<file path="src/rtl/edge_detect_multi.sv">
// edge_detect_multi: per-channel synchroniser, debouncer, edge tick and sticky pending flag
module edge_detect_multi #(
  parameter int N_CH = 4,
  parameter int SYNC_STAGES = 2,
  parameter int DB_CYCLES = 4
) (
  input  logic            i_clk,
  input  logic            i_rst,
  input  logic [N_CH-1:0] i_level,
  input  logic [1:0]      i_mode,
  input  logic [N_CH-1:0] i_clr,
  output logic [N_CH-1:0] o_level,
  output logic [N_CH-1:0] o_tick,
  output logic [N_CH-1:0] o_pending
);
  localparam int CW = DB_CYCLES > 1 ? $clog2(DB_CYCLES) : 1;
  localparam logic [CW-1:0] CNT_MAX = CW'(DB_CYCLES - 1);
  genvar c;
  for (c = 0; c < N_CH; c++) begin : g_ch
    logic [SYNC_STAGES-1:0] sr;
    logic [CW-1:0] cnt;
    logic deb, tick, pend, sync, upd, tick_next;
    assign sync = sr[SYNC_STAGES-1];
    // the update event: sync has differed from deb for DB_CYCLES consecutive cycles
    assign upd = (sync != deb) && (cnt == CNT_MAX);
    assign tick_next = upd & (sync ? i_mode[0] : i_mode[1]);
    assign o_level[c] = deb;
    assign o_tick[c] = tick;
    assign o_pending[c] = pend;
    always_ff @(posedge i_clk or posedge i_rst) begin
      if (i_rst) begin
        sr <= '0;
        cnt <= '0;
        deb <= 1'b0;
        tick <= 1'b0;
        pend <= 1'b0;
      end else begin
        sr <= {sr[SYNC_STAGES-2:0], i_level[c]};
        cnt <= (sync == deb || upd) ? '0 : cnt + 1'b1;
        deb <= upd ? sync : deb;
        tick <= tick_next;
        pend <= (pend & ~i_clr[c]) | tick_next;
      end
    end
  end
endmodule

</file>
<file path="config.mk">
export PLATFORM = sky130hd
export DESIGN_NAME = edge_detect_multi
export DESIGN_NICKNAME = d
export VERILOG_FILES = /design/src/rtl/edge_detect_multi.sv
export SDC_FILE = /design/constraint.sdc
export NUM_CORES = 1
export LEC_CHECK = 0
export CORE_ASPECT_RATIO = 0.9
export CORE_UTILIZATION = 35
export DETAILED_ROUTE_END_ITERATION = 7
export PLACE_DENSITY_LB_ADDON = 0.2
export SETUP_SLACK_MARGIN = 0.1
export SYNTH_ARGS = -nofsm -noshare
export SYNTH_HDL_FRONTEND = slang
export SYNTH_SLANG_ARGS = --single-unit
</file>
<file path="constraint.sdc">
create_clock -name i_clk -period 1.2 [get_ports i_clk]
set_input_delay 0.24 -clock i_clk [delete_from_list [all_inputs] [get_ports i_clk]]
set_output_delay 0.24 -clock i_clk [all_outputs]
set_load 0.02 [all_outputs]
</file>
==> flow_summary.yaml <==
yosys:
  synth.cell_area_um2: 1190
  syn_nets: 105
  ys_warn_count: 0
  synth_seq_cells: 28
  synth_cell_types: 11
  synth-seq-area-share_pct: 58.9
  postSynthCellCount: 89
  synth_top_area_share_pct: 58.9
  synth_top_area_cell: "dfrtp_1"
  avgSynthCellArea_um2: 13.4
  synthTopCellsByArea: "dfrtp_1 (59%), nand2b_4 (9.3%), buf_4 (7.6%)"
clock_tree:
  clk_pin_slew_worst_paths_ns: 0.10
  insertion_delay_ns: 0.27
  clock-sinks: 28
  cts_tree: "built"
  cts_root_buf: "clkbuf_8"
  clk_path_buf_depth: 2
  cts_buffers: 3
  htreeDepth: 1
grt:
  grt_pass1_wl_mm: 3.04
  grt_use_total_pct: 10.9
  grt_antenna_before_repair: 0
  grt_max_degree: 29
  grt-ovfl-total: 0
  grt_pass1_vias: 713
floorplan:
  die_area_um2: 3640
  initial_core_util_pct: 37.9
  row_count: 19
  die_x_um: 63.5
  pin_count: 24
  fp.dieH_um: 57.3
  core_um2: 3140
placement:
  pre_cts_slack_ns: -0.00326
  io_buffers: 23
  hpwl_mm: 1.29
  place_congestion: 0.736
  placed_cell_area_um2: 1430
layout:
  fin_area_um2: 1490
  multi_input_area_um2: 400
  antenna_cells: 0
  drive_gt1_share_pct: 33.9
  final_cell_mix: "dfrtp_1 (28), clkdlybuf4s50_1 (11)"
  area_delta_synth_final_pct: 24.8
  final_common_cell: "dfrtp_1"
  num-fill-cells: 304
  nNetsFinal: 126
  seq_area_um2: 701
worst_setup_path:
  cp_slowest_cell: "dfrtp_1"
  crit_family: "flip-flops"
  crit_buf_inv: 1
  cp_slowest_stage_delay_ns: 0.42
  cp.required_ns: 0.96
  crit_type: "reg -> out"
  cp_max_fo: 2
  crit_arrival_ns: 0.83
  cp-end-kind: "primary output"
  cp-start-kind: "flip-flop"
  path_cells: "buf_6"
detailed_routing:
  drtAntennaViolNets: 0
  post-route-drc-count: 0
  drt_pre_antenna_iters: 4
  vias: 690
  wl_per_cell_um: 11.9
  routed_wl_mm: 1.80
  via_per_inst: 4.57
  drt_iter0_markers: 15
power_and_ir_drop:
  peakVddDrop_mv: 1.30
  power.leakage_nw: 0.686
  pwr_density_cell_nw_per_um2: 2010
hold_path:
  hold_path_class: "in -> async"
sta:
  max_freq_mhz: 932
  tightest_slew_ns: 0.202
  clock_skew_ns: 0.00772
  period_share_pct: 89.4
  finalHoldViolations: 0
  slew_headroom_pct: 86.5
  min_period_ns: 1.07
  finalMaxSlewViolations: 0
  rsz0062_at_grt: "true"
  setup_viol: 0
  worst_slack_ns: 0.127
run_status:
  run_status: "finished clean"
job:
  drv_cap: 0
==> final timing paths <==
kind	from	end	slack (ns)	cells past startpoint
worst max-delay path	g_ch[3].pend$_DFF_PP0_	o_pending[3]	0.13	1
worst min-delay path	i_rst	g_ch[0].sr[1]$_DFF_PP0_	0.28	3
worst max register to register	g_ch[2].cnt[0]$_DFF_PP0_	g_ch[2].deb$_DFFE_PP0P_	0.15	2
worst min register to register	g_ch[0].sr[0]$_DFF_PP0_	g_ch[0].sr[1]$_DFF_PP0_	0.35	0
max in group asynchronous	i_rst	g_ch[1].cnt[0]$_DFF_PP0_	0.75	3
min in group i_clk	g_ch[0].sr[0]$_DFF_PP0_	g_ch[0].sr[1]$_DFF_PP0_	0.35	0
==> power by group <==
| group | switching [mW] | internal, mW |
|---|---|---|
| clock network | 0.283 | 0.446 |
| registers | 0.115 | 1.15 |
| logic | 0.472 | 0.519 |
| total | 0.871 | 2.11 |
==> repair_timing <==
action	CTS	global route
hold buffers	0	0
resized for setup	48	12
endpoints found under the setup margin	12	8
hold endpoints to repair	0	0
setup buffers	0	0
==> routing by layer <==
layer	global-route usage [%]	share of wire (%)	up-vias
met5	0	0	-
met2	19.6	47	24
met3	4.40	7.7	2
met4	1.95	0.83	0
met1	12.4	44	328
li1	-	-	336
==> area by class of cell <==
cell class | count | share of cell area, %
multi-input combinational | 44 | 27.0
timing repair buffer | 28 | 16.3
clock inverter | 1 | 2.02
sequential | 28 | 47.2
clock buffer | 3 | 2.78
tap | 42 | 3.54
inverter | 5 | 1.26
==> sequential cells by signal (all words and copies together) (netlist names) <==
signal / flops
g_ch.sr: 8
g_ch.deb: 4
g_ch.pend: 4
g_ch.tick: 4
g_ch.cnt: 8
==> logic make-up after synthesis <==
family                   share of synthesized area [%]
flip-flops                                        58.9
AND/OR/NAND/NOR                                   13.9
buffers and inverters                             9.15
AO/OA/AOI/OAI                                     10.1
multiplexers                                      3.79
adder cells (fa/ha/maj)                           4.21
==> cell usage after synthesis (all sizes together) <==
cell type,number
a211oi,8
o221ai,4
nand2b,12
o22ai,4
mux2,4
inv,5
nand2,8
buf,12
ha,4
dfrtp,28
==> metrics by stage <==
stage | hold slack, ns | cells | setup TNS, ns | util, % | total power, mW
floorplan | 0.271 | 89 | 0 | - | 2.01
global placement | 0.333 | 147 | -0.0140 | 45.7 | 2.29
detailed placement | 0.335 | 147 | -0.00326 | 45.7 | 2.32
CTS | 0.287 | 151 | 0 | 46.0 | 2.97
global route | 0.303 | 151 | 0 | 47.3 | 3.18
finish | 0.281 | 151 | 0 | 47.3 | 2.98
Note: power is estimated with default switching activity, not from simulation.
